===== src/rtl/uart_packet_rx.sv =====
// Packet assembler behind a UART word receiver: header decode, payload capture, hold-until-consumed.
// Optional trailing XOR checksum on write packets is enabled by defining UART_PACKET_CHECKSUM_EN.
module uart_packet_rx #(
  parameter int BYTE_COUNT     = 4,
  parameter int DATA_BITS      = 12,
  parameter int TIMEOUT_CYCLES = 65535,
  parameter int MSB_FIRST      = 1
) (
  input  logic                    clk,
  input  logic                    reset,
  input  logic [DATA_BITS-1:0]    rx_data,
  input  logic                    rx_valid,
  output logic [BYTE_COUNT*8-1:0] data_out,
  output logic [8:0]              target_addr,
  output logic                    target_mem_type,
  output logic                    rw_flag,
  output logic                    pkt_valid,
  input  logic                    pkt_ready,
  output logic                    err_timeout,
  output logic                    err_overrun,
  output logic                    err_checksum
);

  localparam int CNT_W = $clog2(BYTE_COUNT + 1);
  localparam int TMO_W = $clog2(TIMEOUT_CYCLES + 1);

`ifdef UART_PACKET_CHECKSUM_EN
  typedef enum logic [1:0] {IDLE, DATA, CHECK, HOLD} state_t;
`else
  typedef enum logic [1:0] {IDLE, DATA, HOLD} state_t;
`endif

  state_t                  state, state_n;
  logic [CNT_W-1:0]        byte_cnt, byte_cnt_n;
  logic [TMO_W-1:0]        idle_cnt, idle_cnt_n;
  logic [BYTE_COUNT*8-1:0] data_n;
  logic [8:0]              addr_n;
  logic                    mem_type_n;
  logic                    rw_n;
  logic                    tmo_n;
  logic                    ovr_n;
  logic                    timed_out;

  // Bits above the 12-bit word format carry nothing for this block.
  logic unused_rx_bits;
  assign unused_rx_bits = ^rx_data;

`ifdef UART_PACKET_CHECKSUM_EN
  logic [7:0] csum_acc, csum_acc_n;
  logic       csum_err_n;
`endif

  assign timed_out = !rx_valid && (idle_cnt == TMO_W'(TIMEOUT_CYCLES - 1));

  always_comb begin
    state_n    = state;
    byte_cnt_n = byte_cnt;
    idle_cnt_n = '0;
    data_n     = data_out;
    addr_n     = target_addr;
    mem_type_n = target_mem_type;
    rw_n       = rw_flag;
    tmo_n      = 1'b0;
    ovr_n      = 1'b0;
`ifdef UART_PACKET_CHECKSUM_EN
    csum_acc_n = csum_acc;
    csum_err_n = 1'b0;
`endif
    case (state)
      IDLE: begin
        if (rx_valid && rx_data[11:10] == 2'b11) begin
          rw_n       = 1'b1;
          mem_type_n = rx_data[9];
          addr_n     = rx_data[8:0];
          byte_cnt_n = '0;
`ifdef UART_PACKET_CHECKSUM_EN
          csum_acc_n = '0;
`endif
          state_n    = DATA;
        end else if (rx_valid && rx_data[11:10] == 2'b01) begin
          rw_n       = 1'b0;
          mem_type_n = rx_data[9];
          addr_n     = rx_data[8:0];
          state_n    = HOLD;
        end
      end
      DATA: begin
        if (rx_valid) begin
          for (int unsigned i = 0; i < BYTE_COUNT; i++) begin
            if (byte_cnt == CNT_W'(i)) begin
              if (MSB_FIRST != 0)
                data_n[(BYTE_COUNT-1-i)*8 +: 8] = rx_data[7:0];
              else
                data_n[i*8 +: 8] = rx_data[7:0];
            end
          end
          byte_cnt_n = byte_cnt + 1'b1;
`ifdef UART_PACKET_CHECKSUM_EN
          csum_acc_n = csum_acc ^ rx_data[7:0];
          if (byte_cnt == CNT_W'(BYTE_COUNT - 1)) state_n = CHECK;
`else
          if (byte_cnt == CNT_W'(BYTE_COUNT - 1)) state_n = HOLD;
`endif
        end else if (timed_out) begin
          tmo_n   = 1'b1;
          state_n = IDLE;
        end else if (idle_cnt != '1) begin
          idle_cnt_n = idle_cnt + 1'b1;
        end else begin
          idle_cnt_n = idle_cnt;
        end
      end
`ifdef UART_PACKET_CHECKSUM_EN
      CHECK: begin
        if (rx_valid) begin
          if (rx_data[7:0] == csum_acc) begin
            state_n = HOLD;
          end else begin
            csum_err_n = 1'b1;
            state_n    = IDLE;
          end
        end else if (timed_out) begin
          tmo_n   = 1'b1;
          state_n = IDLE;
        end else if (idle_cnt != '1) begin
          idle_cnt_n = idle_cnt + 1'b1;
        end else begin
          idle_cnt_n = idle_cnt;
        end
      end
`endif
      HOLD: begin
        // Words arriving while a packet is pending are dropped even on the hand-off cycle.
        if (rx_valid) ovr_n = 1'b1;
        if (pkt_ready) state_n = IDLE;
      end
      default: state_n = IDLE;
    endcase
  end

  always_ff @(posedge clk) begin
    if (reset) begin
      state           <= IDLE;
      byte_cnt        <= '0;
      idle_cnt        <= '0;
      data_out        <= '0;
      target_addr     <= '0;
      target_mem_type <= 1'b0;
      rw_flag         <= 1'b0;
      pkt_valid       <= 1'b0;
      err_timeout     <= 1'b0;
      err_overrun     <= 1'b0;
    end else begin
      state           <= state_n;
      byte_cnt        <= byte_cnt_n;
      idle_cnt        <= idle_cnt_n;
      data_out        <= data_n;
      target_addr     <= addr_n;
      target_mem_type <= mem_type_n;
      rw_flag         <= rw_n;
      pkt_valid       <= (state_n == HOLD);
      err_timeout     <= tmo_n;
      err_overrun     <= ovr_n;
    end
  end

`ifdef UART_PACKET_CHECKSUM_EN
  always_ff @(posedge clk) begin
    if (reset) begin
      csum_acc     <= '0;
      err_checksum <= 1'b0;
    end else begin
      csum_acc     <= csum_acc_n;
      err_checksum <= csum_err_n;
    end
  end
`else
  assign err_checksum = 1'b0;
`endif

endmodule


===== config.mk =====
export PLATFORM = sky130hd
export DESIGN_NAME = uart_packet_rx
export DESIGN_NICKNAME = d
export VERILOG_FILES = /design/src/rtl/uart_packet_rx.sv
export SDC_FILE = /design/constraint.sdc
export NUM_CORES = 1
export LEC_CHECK = 0
export CAP_MARGIN = 30
export CORE_UTILIZATION = 50
export DETAILED_ROUTE_END_ITERATION = 8
export GPL_TIMING_DRIVEN = 0
export PLACE_DENSITY = 0.86
export SLEW_MARGIN = 5
export SYNTH_ARGS = -nofsm -noshare
export SYNTH_HDL_FRONTEND = slang
export SYNTH_SLANG_ARGS = --single-unit

===== constraint.sdc =====
create_clock -name clk -period 2.3 [get_ports clk]
set_input_delay 0.46 -clock clk [delete_from_list [all_inputs] [get_ports clk]]
set_output_delay 0.46 -clock clk [all_outputs]
set_load 0.005 [all_outputs]

==> impl_metrics.toml <==
[final_layout]
syn2layout_area_growth_pct = 31.22
multi_input_area_um2 = 1329
post-route-util_pct = 69.62
register_area_um2 = 1341
fillers = 414
stdcell_area_um2 = 3623
final_nets = 420
antennaDiodeCount = 0
drive_gt1_share_pct = 6.234

[routing]
drt_first_iter_violations = 142
wire_per_inst_um = 15.10
antenna_left = 0
drc = 0
firstDrtPassIters = 5
drt-vias-per-instance = 5.599
vias = 2637
wirelength_mm = 7.111

[clock_tree]
htree_num_levels = 3
ctsResizeCount = 0
clock_latency_ps = 350
cts_tree = "done"
cts_inserted_buffers = 9
root_buffer = "clkbuf_8"
postCtsSetupBuffers = 0
hold_buffers = 0
clk_path_buf_depth = 2
clk_pin_slew_ps = 70
cts.sinks = 67

[synthesis]
ys.flop_type = "dfxtp_1"
synth_top_cells_by_count = "nand2_1, dfxtp_1, a21oi_1"
async_flop_share_pct = 0
synth_area_per_cell_um2 = 8.445
synth-edff-count = 0
yosysSeqAreaShare_pct = 48.57
yosysMostFrequentCell = "nand2_1"
synthTopCellsByArea = "dfxtp_1, nand2_1, a21oi_1"
syn_inst = 327
yosys.cell_types.count = 41
synth_nets = 350
synth_top_area_share_pct = 48.57
ys_seq_elements = 67
synth_area_leader_cell = "dfxtp_1"
syn-cell-area_um2 = 2761
yosys_warnings = 0

[floorplan]
start_util_pct = 53.05
die-height_um = 76.32
rows = 26
ioPinCount = 63
core_um2 = 5205
die_w_um = 76.32
dieArea_um2 = 5824

[placed_design]
hpwl_mm = 4.970
gp_congestion = 0.8244
post_dp_cell_area_um2 = 3440
numPortBuffers = 59

[critical_path]
reg2regPathDepth = 5
cp.required_ps = 2530
crit_arrival_ps = 2220
crit_slowest_cell = "or4_1"
cp-start-kind = "register"
cp_slowest_stage_delay_ps = 600
reg2reg_slack_ps = 310
cp_max_fo = 10
crit_path_end_kind = "register"
critical_path.cell_chain = "nand4_2, or4_1, nand2_1, buf_2, a21oi_1"
path_class = "register to register"

[sta]
clock.fmax_ghz = 0.5019
finalSetupViolations = 0
rsz0062_at_grt = "false"
maxSlewHeadroom_pct = 44.89
hold_viol_final = 0
fin_crit_ps = 1992
worstMarginPinSlew_ps = 822.1
period_share_pct = 86.63
tns_ps = 0
fin_worst_skew_ps = 9.546
slew_viol_final = 0

[pwr]
p_leak_uw = 0.001228
powerDensity_nw_per_um2 = 617.9
ir_worst_vdd_v = 0.0005978

[grt]
track_usage_pct = 24.83
overflow = 0
grt_start_max_net_pins = 11
grt_pass1_vias = 2413
antenna_found_initial = 0
grt_pass1_wl_mm = 11.35

[job]
max_cap_violations = 0

[run_status]
status = "finished, final reports clean"

[min_path]
min_path_cells = 2
hp-class = "register to register"
==> power by group <==
group          total [uW]  internal [uW]  switching (uW)  leakage (uW)
sequential           1190           1180            10.1      0.000541
clock                 910            492             418     0.0000902
combinational         143           66.4            76.8      0.000597
==> state kept, by name, indices dropped and copies added (netlist names) <==
| name | count |
|---|---|
| byte_cnt | 3 |
| data_out | 32 |
| err_overrun | 1 |
| err_timeout | 1 |
| idle_cnt | 16 |
| pkt_valid | 1 |
| rw_flag | 1 |
| state | 2 |
| target_addr | 9 |
| target_mem_type | 1 |
==> cell usage in the layout, fill, tap and decap left out, types with 2 or more instances in the layout <==
cell / count
o21ai_0: 5
o31ai_1: 6
nor2_1: 20
or4_1: 7
ha_1: 7
clkdlybuf4s50_1: 59
clkinv_2: 2
a21oi_1: 48
clkbuf_8: 9
clkbuf_1: 16
nand3_1: 22
nand2_1: 68
nand4_1: 4
buf_2: 5
or3_1: 6
nand4_2: 2
mux2i_1: 10
and4_1: 2
a211oi_1: 3
dfxtp_1: 67
nor3_1: 3
inv_1: 5
and3_1: 3
==> critical path, delay by kind of cell, from the launching register on <==
kind | cells | cell delay, ps
buffers and inverters | 1 | 270
DFF | 1 | 430
AOI/OAI and AO/OA | 1 | 70
and+or+nand+nor | 3 | 1090
==> cell type report <==
class	count	share of cell area (%)
Multi-Input combinational cell	236	36.67
Sequential cell	67	37.02
Buffer	19	2.244
Inverter	5	0.5180
Tap cell	70	2.417
Clock buffer	12	3.729
Timing Repair Buffer	59	16.30
Clock inverter	3	1.105
==> layer usage <==
metal  GRT usage [%]  vias to the layer above  wire length [um]
met4           9.423                        0               130
met5               0                        -                 0
met3           6.347                       16               523
li1                -                     1285                 -
met1           33.33                     1217              3226
met2           38.29                      119              3230
==> metrics by stage <==
| stage | instances | hold slack (ps) | total power [uW] | worst slack (ps) |
|---|---|---|---|---|
| 6_report | 471 | 455.0 | 2239 | 307.6 |
| 5_1_grt | 471 | 479.2 | 2312 | 160.3 |
| 4_1_cts | 471 | 457.7 | 2244 | 185.8 |
| 3_5_place_dp | 456 | 449.4 | 1353 | 200.7 |
| 3_3_place_gp | 456 | 442.6 | 1350 | 235.3 |
| 2_1_floorplan | 327 | 451.7 | 1272 | 602.9 |
==> cell families (layout without fill, tap and decap cells) <==
group / after synthesis / in the layout / synth area share (%)
DFF: 67 / 67 / 48.57
adders and majority gates: 7 / 7 / 3.172
muxes: 10 / 10 / 3.625
other: 1 / 1 / 0.1358
AOI/OAI and AO/OA: 65 / 65 / 13.00
and+or+nand+nor: 151 / 151 / 27.23
buffers and inverters: 24 / 98 / 3.625
xor gates and xnor gates: 2 / 2 / 0.6345
==> worst paths after layout <==
kind,startpoint,end
min,data_out[10],data_out[10]
max reg2reg,idle_cnt[11],idle_cnt[11]
max,idle_cnt[11],idle_cnt[11]
min reg2reg,data_out[10],data_out[10]
Note: power is estimated with default switching activity, not from simulation.
